### src/rtl/display_mode_ctrl.sv
// display_mode_ctrl: picks what the two-digit display shows per game phase.
// Also tracks the session high score and sequences attract/over views.
module display_mode_ctrl #(
  parameter int          ALT_MS      = 2000,
  parameter int          BLINK_MS    = 250,
  parameter int          BLINK_COUNT = 4,
  parameter int          HOLD_MS     = 3000,
  parameter logic [7:0]  WARN_BCD    = 8'h05
) (
  input  logic       clk_1k,
  input  logic       rst,
  input  logic       game_active,
  input  logic       game_over,
  input  logic [7:0] score_bcd,
  input  logic [7:0] time_bcd,
  output logic [7:0] disp_value,
  output logic       disp_blank,
  output logic [7:0] hi_score,
  output logic       new_record
);

  localparam int TMAX =
    (ALT_MS > BLINK_MS) ? ALT_MS : BLINK_MS;
  localparam int TW = $clog2(TMAX + 1);
  localparam int HW = $clog2(HOLD_MS + 1);
  localparam int CW = $clog2(BLINK_COUNT + 1);

  localparam logic [TW-1:0] ALT_LD = TW'(ALT_MS - 1);
  localparam logic [TW-1:0] BLK_LD = TW'(BLINK_MS - 1);
  localparam logic [HW-1:0] HLD_LD = HW'(HOLD_MS - 1);
  localparam logic [CW-1:0] CNT_LAST =
    CW'(BLINK_COUNT - 1);

  typedef enum logic [1:0] {
    ATTRACT,
    PLAY,
    OVER_BLINK,
    OVER_HOLD
  } state_t;

  state_t          state;
  logic [TW-1:0]   timer;
  logic [HW-1:0]   hold_cnt;
  logic [CW-1:0]   blink_cnt;
  logic            phase;
  logic [7:0]      final_reg;
  logic            warn;

  // Low-time warning: nonzero and at or below the threshold.
  assign warn = (time_bcd != 8'h00) &&
                (time_bcd <= WARN_BCD);

  // Phase sequencer; outputs registered from current state and inputs.
  always_ff @(posedge clk_1k or posedge rst) begin
    if (rst) begin
      state      <= ATTRACT;
      timer      <= '0;
      hold_cnt   <= '0;
      blink_cnt  <= '0;
      phase      <= 1'b0;
      final_reg  <= 8'h00;
      hi_score   <= 8'h00;
      new_record <= 1'b0;
      disp_value <= 8'h00;
      disp_blank <= 1'b0;
    end else begin
      unique case (state)
        ATTRACT: begin
          disp_value <= phase ? final_reg : hi_score;
          disp_blank <= 1'b0;
          if (game_active) begin
            state      <= PLAY;
            new_record <= 1'b0;
            timer      <= BLK_LD;
            phase      <= 1'b0;
          end else if (timer == '0) begin
            phase <= ~phase;
            timer <= ALT_LD;
          end else begin
            timer <= timer - TW'(1);
          end
        end

        PLAY: begin
          disp_value <= warn ? time_bcd : score_bcd;
          disp_blank <= warn & phase;
          if (game_over || !game_active) begin
            state     <= OVER_BLINK;
            final_reg <= score_bcd;
            if (score_bcd > hi_score) begin
              hi_score   <= score_bcd;
              new_record <= 1'b1;
            end
            timer     <= BLK_LD;
            phase     <= 1'b0;
            blink_cnt <= '0;
          end else if (!warn) begin
            timer <= BLK_LD;
            phase <= 1'b0;
          end else if (timer == '0) begin
            phase <= ~phase;
            timer <= BLK_LD;
          end else begin
            timer <= timer - TW'(1);
          end
        end

        OVER_BLINK: begin
          disp_value <= final_reg;
          disp_blank <= phase;
          if (timer == '0) begin
            timer <= BLK_LD;
            phase <= ~phase;
            if (phase) begin
              if (blink_cnt == CNT_LAST) begin
                state    <= OVER_HOLD;
                hold_cnt <= HLD_LD;
              end else begin
                blink_cnt <= blink_cnt + CW'(1);
              end
            end
          end else begin
            timer <= timer - TW'(1);
          end
        end

        OVER_HOLD: begin
          disp_value <= hi_score;
          disp_blank <= new_record & phase;
          if (game_active) begin
            state      <= PLAY;
            new_record <= 1'b0;
            timer      <= BLK_LD;
            phase      <= 1'b0;
          end else if (hold_cnt == '0) begin
            state <= ATTRACT;
            timer <= ALT_LD;
            phase <= 1'b0;
          end else begin
            hold_cnt <= hold_cnt - HW'(1);
            if (timer == '0) begin
              phase <= ~phase;
              timer <= BLK_LD;
            end else begin
              timer <= timer - TW'(1);
            end
          end
        end

        default: begin
          state <= ATTRACT;
          timer <= ALT_LD;
          phase <= 1'b0;
        end
      endcase
    end
  end

endmodule
### config.mk
export PLATFORM = sky130hd
export DESIGN_NAME = display_mode_ctrl
export DESIGN_NICKNAME = d
export VERILOG_FILES = /design/src/rtl/display_mode_ctrl.sv
export SDC_FILE = /design/constraint.sdc
export NUM_CORES = 1
export LEC_CHECK = 0
export CAP_MARGIN = 30
export CORE_MARGIN = 10
export CORE_UTILIZATION = 40
export DETAILED_ROUTE_END_ITERATION = 10
export GPL_TIMING_DRIVEN = 0
export REMOVE_ABC_BUFFERS = 1
export SKIP_LAST_GASP = 1
export SLEW_MARGIN = 25
export SYNTH_ARGS = -nofsm -noshare
export SYNTH_HDL_FRONTEND = slang
export SYNTH_SLANG_ARGS = --single-unit
### constraint.sdc
create_clock -name clk_1k -period 2.2 [get_ports clk_1k]
set_input_delay 0.33 -clock clk_1k [delete_from_list [all_inputs] [get_ports clk_1k]]
set_output_delay 0.33 -clock clk_1k [all_outputs]
set_load 0.01 [all_outputs]
==> metrics, run 1 <==
# setup viols final 0; worst min path class in2async; Netlist cell types 66; Antenna diodes 0; Via density between 5 and 6; Worst Max-Slew Pin Slew 0.786 ns; most frequent cells in the layout dfrtp_1, clkdlybuf4s50_1, a21oi_1; Worst-path clk slew approximately 0.11 ns; CP Cell Sequence inv_1, ha_2, or4b_4, nor2_4, nand3_2, nor3_1, nor2_1; die width 112 um; Initial Util about two fifths; fin crit period between 2 and 2.5 ns; largest registers hold_cnt x12, timer x11; commonest non-fill, non-tap cell in the layout dfrtp_1; Slowest cell on crit path or4b_4; Max VDD drop just over 0.0006 V; synthesized flop and latch total 55; EDFF count, synth 0; endpoints failing hold 0; Worst Skew between 0.008 and 0.009 ns; port bufs 37; Core Rows 33; Post-Syn Area roughly 0.0034 mm^2; first-pass GRT wire length 13300 um; DP Cell Count 469; drc violations 0; DR vias ~2700; Max Transition Viols Final 0; drt first pass iters 4; Fmax about 470 MHz; die area 0.0126 mm^2; share of cells above drive strength 1 17.5%; CTS Buffer Depth 2; DP Area around 0.0038 mm^2; WL/cell 16.5 um; all-layer global routing usage approximately an eighth; RSZ-0062 raised after global routing yes; CP Data Required Time roughly 2.4 ns; synth warn 0; Max Cap Viol 0; final WL between 8000 and 9000 um; delay-heaviest family, CP simple AND/OR/NAND/NOR gates; worst skew pair latency 0.31 ns; Power Dens Cells ~1200 mW/mm^2; Die Y about 110 um; total gr overflow 0; Leakage around 1.6 nW; io pins 38; CORE AREA around 0.008 mm^2; total power roughly 5.1 mW; critical path peak fanout 5; Post-CTS Hold Buffers 0; CP max stage delay 0.51 ns; crit path DAT 2.32 ns; buffers plus inverters on the worst setup path 1; largest net degree at the start of global routing 44; Synth Instances approximately 340; fin crit share a little over nine tenths; CTS tree yes; Worst Setup End Kind flip-flop; fin area 0.00412 mm^2; Top FF cell, synth dfrtp_1; initial antenna violation count 0; Post-synth ARST share 100%; Non-Filler Instances slightly below 500; outcome finished, final reports clean; most flop-heavy register hold_cnt; HPWL Detailed between 5000 and 6000 um; Root Driver clkbuf_8; cts bufs inserted 5; Startpoint Class flip-flop; max reg flops 12; Slew headroom between 40% and 50%; Final nets 418; H-tree depth 2; Mapped Avg Cell Area slightly below 10 um^2; Layout area overhead 21.5%; Post-DRT Antenna Nets 0; clock sinks 55; RD Place Congestion around 0.81; DR iter-0 viols between 100 and 150; critical path type reg2reg; vias in the first global route roughly 2700; post-synthesis sequential area ratio 40.6%
[path summary, 6_finish.rpt]
check / startpoint / endpoint / slack (ns) / cells past startpoint
max in group asynchronous: rst / disp_blank / 1.46 / 3
min in group clk_1k: final_reg[0] / final_reg[0] / 0.53 / 2
min reg2reg: final_reg[0] / final_reg[0] / 0.53 / 2
min: rst / disp_value[6] / 0.27 / 2
max: timer[0] / hold_cnt[10] / 0.07 / 7
max reg2reg: timer[0] / hold_cnt[10] / 0.07 / 7
[per-stage QoR]
stage	TNS, ns	hold WS (ns)	util, %	setup slack (ns)
2_1_floorplan	0	0.433	-	0.0474
3_3_place_gp	-45.95	0.495	45.9	-0.720
3_5_place_dp	-14.20	0.502	46.5	-0.734
4_1_cts	0	0.270	48.1	0.000964
5_1_grt	-0.0382	0.279	50.1	-0.0267
6_report	0	0.271	50.1	0.0702
[cells by family after synthesis]
group	share of synthesized area, %
AOI/OAI and AO/OA	17.5
xor gates and xnor gates	2.84
adders and majority gates	6.28
buffers and inverters	5.46
DFF	40.6
muxes	8.97
and+or+nand+nor	18.3
[cells in the mapped netlist, types with 2 or more instances]
cell	instances	area, um^2
nand3_2	2	20.0
nor4_1	2	12.5
a221o_1	9	90.1
o31ai_1	3	22.5
nor2b_1	2	12.5
nor3b_1	2	15.0
a211oi_1	3	22.5
ha_1	17	213
xnor2_1	4	35.0
or3_1	5	31.3
nand2b_1	3	18.8
inv_1	18	67.6
nand3_1	10	50.1
o21ai_0	21	105
and3_1	2	12.5
buf_6	3	33.8
nand2_1	20	75.1
mux2i_1	9	90.1
xor2_1	7	61.3
clkbuf_8	3	41.3
and3b_1	2	17.5
o211ai_1	3	22.5
and2_1	2	12.5
dfrtp_1	55	1380
or4_1	4	30.0
nand4_1	8	50.1
nor4b_1	2	17.5
o21bai_1	2	15.0
a21oi_1	32	160
a21boi_0	3	22.5
mux2_2	19	214
nor3_1	8	40.0
clkbuf_1	8	30.0
nor2_1	16	60.1
buf_1	2	7.51
[metal layers]
| layer | part of all wire, % | up-vias | global-route usage [%] |
|---|---|---|---|
| met1 | 46 | 1324 | 15.5 |
| met4 | 0.58 | 0 | 2.88 |
| met5 | 0 | - | 0 |
| met3 | 5.9 | 4 | 3.94 |
| met2 | 48 | 56 | 19.7 |
| li1 | - | 1352 | - |
[layout make-up]
| cell class | count | area, um^2 |
|---|---|---|
| Sequential cell | 55 | 1380 |
| Fill cell | 723 | 4100 |
| Clock inverter | 1 | 8.76 |
| Inverter | 18 | 70.1 |
| Timing Repair Buffer | 48 | 499 |
| Multi-Input combinational cell | 253 | 1940 |
| Clock buffer | 7 | 86.3 |
| Tap cell | 105 | 131 |
[report_power, final]
part / leakage, nW / internal [mW] / total, mW / switching, mW
Combinational: 0.895 / 1.39 / 2.75 / 1.36
Clock: 0.0484 / 0.259 / 0.605 / 0.346
Sequential: 0.648 / 1.39 / 1.73 / 0.347
Total: 1.59 / 3.03 / 5.09 / 2.05
[timing repair]
action / 4_1_cts / 5_1_grt
setup endpoints to repair: 27 / 31
gates resized for setup: 9 / 15
cloned: 0 / 1
setup buffers: 0 / 9
pin swaps: 0 / 4
(Power assumes the default switching activity.)
==> run 2: changes to the inputs <==
==> constraint.sdc (replaced) <==
create_clock -name clk_1k -period 2.6 [get_ports clk_1k]
set_input_delay 0.39 -clock clk_1k [delete_from_list [all_inputs] [get_ports clk_1k]]
set_output_delay 0.39 -clock clk_1k [all_outputs]
set_load 0.01 [all_outputs]
==> metrics, run 2 (synthesis results as in run 1) <==
fin area ~0.0039 mm^2; setup TNS 0 ns; clock sinks 55; Sequential cell area between 0.001 and 0.0015 mm^2; Initial Util a little over 40%; final WL slightly below 8000 um; fin crit period 2.38 ns; WL/cell 16.2 um; DR iter-0 viols 83; # setup viols final 0; Max Transition Viols Final 0; grt peak-use layer met2; Antenna diodes 0; initial antenna violation count 0; first-pass GRT wire length approximately 13000 um; Core Rows 33; Worst Setup End Kind flip-flop; most frequent cells in the layout dfrtp_1, clkdlybuf4s50_1, a21oi_1; total gr overflow 0; DP Area 0.00382 mm^2; fin crit share 91.6%; Power Dens Cells 1040 mW/mm^2; Worst Max-Slew Pin Slew between 0.7 and 0.8 ns; Die Y between 100 and 150 um; share of cells above drive strength 1 roughly an eighth; drc violations 0; crit path DAT 2.58 ns; Root Driver clkbuf_8; CP Data Required Time 2.80 ns; outcome finished, final reports clean; max reg flops 12; Final nets between 400 and 500; cts bufs inserted 5; drt first pass iters 4; critical path peak fanout 16; Post-CTS Hold Buffers 0; DR vias ~2700; Leakage roughly 1.5 nW; Min Hold Slack 0.330 ns; RD Place Congestion around 0.81; H-tree depth 2; Startpoint Class input port; RSZ-0062 raised after global routing no; DP Cell Count 469; worst skew pair latency just over 0.3 ns; most flop-heavy register hold_cnt; endpoints failing hold 0; Setup Buffers After CTS 0; port bufs 37; Slew headroom 51.6%; fill cell count ~750; Non-Filler Instances 477; die width around 110 um; HPWL Detailed between 5000 and 6000 um; CTS Buffer Depth 2; Max Cap Viol 0; Via density roughly 5.6; die area 0.0126 mm^2; all-layer global routing usage ~12%; GR met1 Demand/Resource about 16%; Worst Skew around 0.0066 ns; CTS tree yes; Layout area overhead 15.8%; commonest non-fill, non-tap cell in the layout dfrtp_1; Fmax roughly 420 MHz; global-route track usage on met2 19.7%; global routing usage on met3 between 3 and 4%; Worst-path clk slew about 0.1 ns; worst setup margin roughly 0.22 ns; Max VDD drop 0.000570 V; io pins 38; Multi-input gate area 0.00184 mm^2; setup slack at placement -0.394 ns; largest registers hold_cnt x12, timer x11; critical path type in2reg; largest net degree at the start of global routing between 40 and 50; Post-DRT Antenna Nets 0; worst min path class in2async; vias in the first global route approximately 2700; CORE AREA approximately 0.0082 mm^2
## run 2: cell types whose count changed in the layout (fill, tap and decap cells not counted), sizes merged
cell / previous run / this run
buf: 11 / 2
a41o: 2 / 1
clkdlybuf4s50: 36 / 37
dlymetal6s2s: 1 / 0
## run 2: critical path: stages
cell and delay [ns]:
clkdlybuf4s50_1 0.84, nand2b_1 0.15, nand2_1 0.44, o21bai_2 0.36, mux2_2 0.39
## run 2: final cells by class
type,count,area share (%)
Inverter,18,1.79
Tap cell,105,3.35
Clock buffer,7,2.20
Timing Repair Buffer,39,10.5
Sequential cell,55,35.1
Multi-Input combinational cell,252,46.8
Clock inverter,1,0.223
## run 2: worst paths after layout
path | start | endpoint | slack (ns) | cells past startpoint
max in group asynchronous | rst | disp_blank | 1.82 | 3
min in group clk_1k | final_reg[0] | final_reg[0] | 0.53 | 2
setup reg to reg | state[1] | hi_score[2] | 0.28 | 5
hold reg to reg | final_reg[0] | final_reg[0] | 0.53 | 2
setup / recovery | game_active | hi_score[2] | 0.22 | 5
hold / removal | rst | disp_value[6] | 0.33 | 2
## run 2: where the power goes
group | internal, mW | total (mW) | leakage (nW) | switching (mW)
combinational | 1.02 | 2.12 | 0.821 | 1.09
clock | 0.219 | 0.510 | 0.0484 | 0.291
sequential | 1.17 | 1.44 | 0.650 | 0.271
## run 2: metal layers
metal	share of wire, %	wire [um]
met5	0	0
met4	0.96	74
met3	6.1	474
met2	46	3580
met1	47	3600
## run 2: metrics by stage
step	utilization (%)	power, mW
5_1_grt	47.8	4.43
3_5_place_dp	46.5	3.58
3_3_place_gp	45.9	3.50
6_report	47.8	4.07
2_1_floorplan	-	2.83
4_1_cts	47.7	4.10
## run 2: repair_timing
action,in CTS,in global routing
setup endpoints to repair,11,15
pin swaps,0,0
hold endpoints to repair,0,0
resized for setup,2,2
==> run 3: changes to the inputs <==
--- a/config.mk
+++ b/config.mk
@@ -9,7 +9,6 @@
 export CORE_MARGIN = 10
 export CORE_UTILIZATION = 40
 export DETAILED_ROUTE_END_ITERATION = 10
-export GPL_TIMING_DRIVEN = 0
 export REMOVE_ABC_BUFFERS = 1
 export SKIP_LAST_GASP = 1
 export SLEW_MARGIN = 25
==> constraint.sdc (replaced) <==
create_clock -name clk_1k -period 2.5 [get_ports clk_1k]
set_input_delay 0.375 -clock clk_1k [delete_from_list [all_inputs] [get_ports clk_1k]]
set_output_delay 0.375 -clock clk_1k [all_outputs]
set_load 0.01 [all_outputs]
==> metrics, run 3 (synthesis results as in run 1) <==
WL/cell about 16 um; CP Data Required Time 2.74 ns; share of cells above drive strength 1 15.3%; most flop-heavy register hold_cnt; critical path peak fanout 9; Die Y approximately 110 um; vias in the first global route about 2800; RD Place Congestion 0.814; setup TNS 0 ns; Final nets 427; Layout area overhead 19.2%; Via density 5.52; Worst-path clk slew around 0.1 ns; Power Dens Cells around 1100 mW/mm^2; cts bufs inserted 5; largest registers hold_cnt x12, timer x11; critical path type reg2reg; drt first pass iters 4; initial antenna violation count 0; Slowest cell on crit path a41o_1; largest net degree at the start of global routing 32; Post-CTS Hold Buffers 0; outcome finished, final reports clean; Worst Setup End Kind flip-flop; fin crit period ~2.2 ns; crit path DAT about 2.5 ns; DR iter-0 viols approximately 120; commonest non-fill, non-tap cell in the layout dfrtp_1; io pins 38; H-tree depth 2; total gr overflow 0; final WL around 7900 um; most frequent cells in the layout dfrtp_1, clkdlybuf4s50_1, a21oi_1; all-layer global routing usage 12.7%; port bufs 37; Fmax ~450 MHz; endpoints failing hold 0; post_cts resized 0; Startpoint Class flip-flop; die area between 0.01 and 0.015 mm^2; RSZ-0062 raised after global routing no; CP max stage delay ~0.47 ns; Worst Skew about 0.010 ns; DR vias between 2000 and 3000; CORE AREA 0.00822 mm^2; die width approximately 110 um; Max Transition Viols Final 0; fin crit share 89.8%; max reg flops 12; Max Cap Viol 0; drc violations 0; Setup Buffers After CTS 0; Leakage roughly 1.6 nW; first-pass GRT wire length approximately 14000 um; CTS tree yes; clock sinks between 50 and 60; CTS Buffer Depth 2; Core Rows 33; Min Hold Slack approximately 0.42 ns; Root Driver clkbuf_8; fill cell count between 800 and 900; worst skew pair latency approximately 0.31 ns; Worst Max-Slew Pin Slew approximately 0.54 ns; Post-DRT Antenna Nets 0; Initial Util 41.3%; CP Cell Sequence inv_1, ha_1, nor4b_2, a41o_1, nand3_4, or4_1, a21oi_1; Slew headroom 64.0%; Max VDD drop just over 0.0005 V; # setup viols final 0; worst min path class in2async; Antenna diodes 0; HPWL Detailed around 6000 um
==> run 3: metrics by stage <==
stage                     utilization, %  std cells  instance area [um^2]  power (mW)  setup WS, ns
after floorplan                        -        325                  3270        2.95         0.347
after global placement              48.1        488                  3960        3.78         0.120
after detailed placement            48.1        488                  3960        3.82        0.0371
after CTS                           49.2        496                  4040        4.33         0.246
after global routing                49.2        496                  4040        4.69         0.105
final                               49.2        496                  4040        4.29         0.255
==> run 3: area by class of cell <==
class	instances	area [um^2]	area share (%)
Inverter	18	67.6	1.67
Sequential cell	55	1380	34.1
Tap cell	105	131	3.25
Clock buffer	7	76.3	1.89
Timing Repair Buffer	58	553	13.7
Clock inverter	1	8.76	0.217
Multi-Input combinational cell	252	1830	45.2
==> run 3: final timing paths <==
| check | slack, ns | cells after the start | startpoint | end |
|---|---|---|---|---|
| min in group clk_1k | 0.54 | 2 | hold_cnt[11] | hold_cnt[11] |
| max in group asynchronous | 1.51 | 3 | rst | timer[5] |
| setup / recovery | 0.25 | 7 | timer[0] | hold_cnt[6] |
| setup reg to reg | 0.25 | 7 | timer[0] | hold_cnt[6] |
| hold reg to reg | 0.54 | 2 | hold_cnt[11] | hold_cnt[11] |
| hold / removal | 0.42 | 2 | rst | disp_value[6] |
==> run 3: worst max-delay path, delay by kind of cell (launching register included) <==
| kind | cells | cell delay (ns) |
|---|---|---|
| and+or+nand+nor | 3 | 0.87 |
| DFF | 1 | 0.42 |
| adders and majority gates | 1 | 0.21 |
| buffers and inverters | 1 | 0.07 |
| AOI/OAI and AO/OA | 2 | 0.62 |
==> run 3: layer usage <==
layer,GRT usage (%),vias to the layer above,wire length [um]
met5,0,-,0
met4,2.20,0,43
met3,2.93,5,381
met2,20.9,49,3800
met1,16.7,1319,3680
li1,-,1366,-
==> run 3: report_power, final <==
part,total [mW],internal [mW],switching [mW]
Combinational,2.28,1.14,1.15
Sequential,1.50,1.22,0.288
Clock,0.499,0.203,0.296
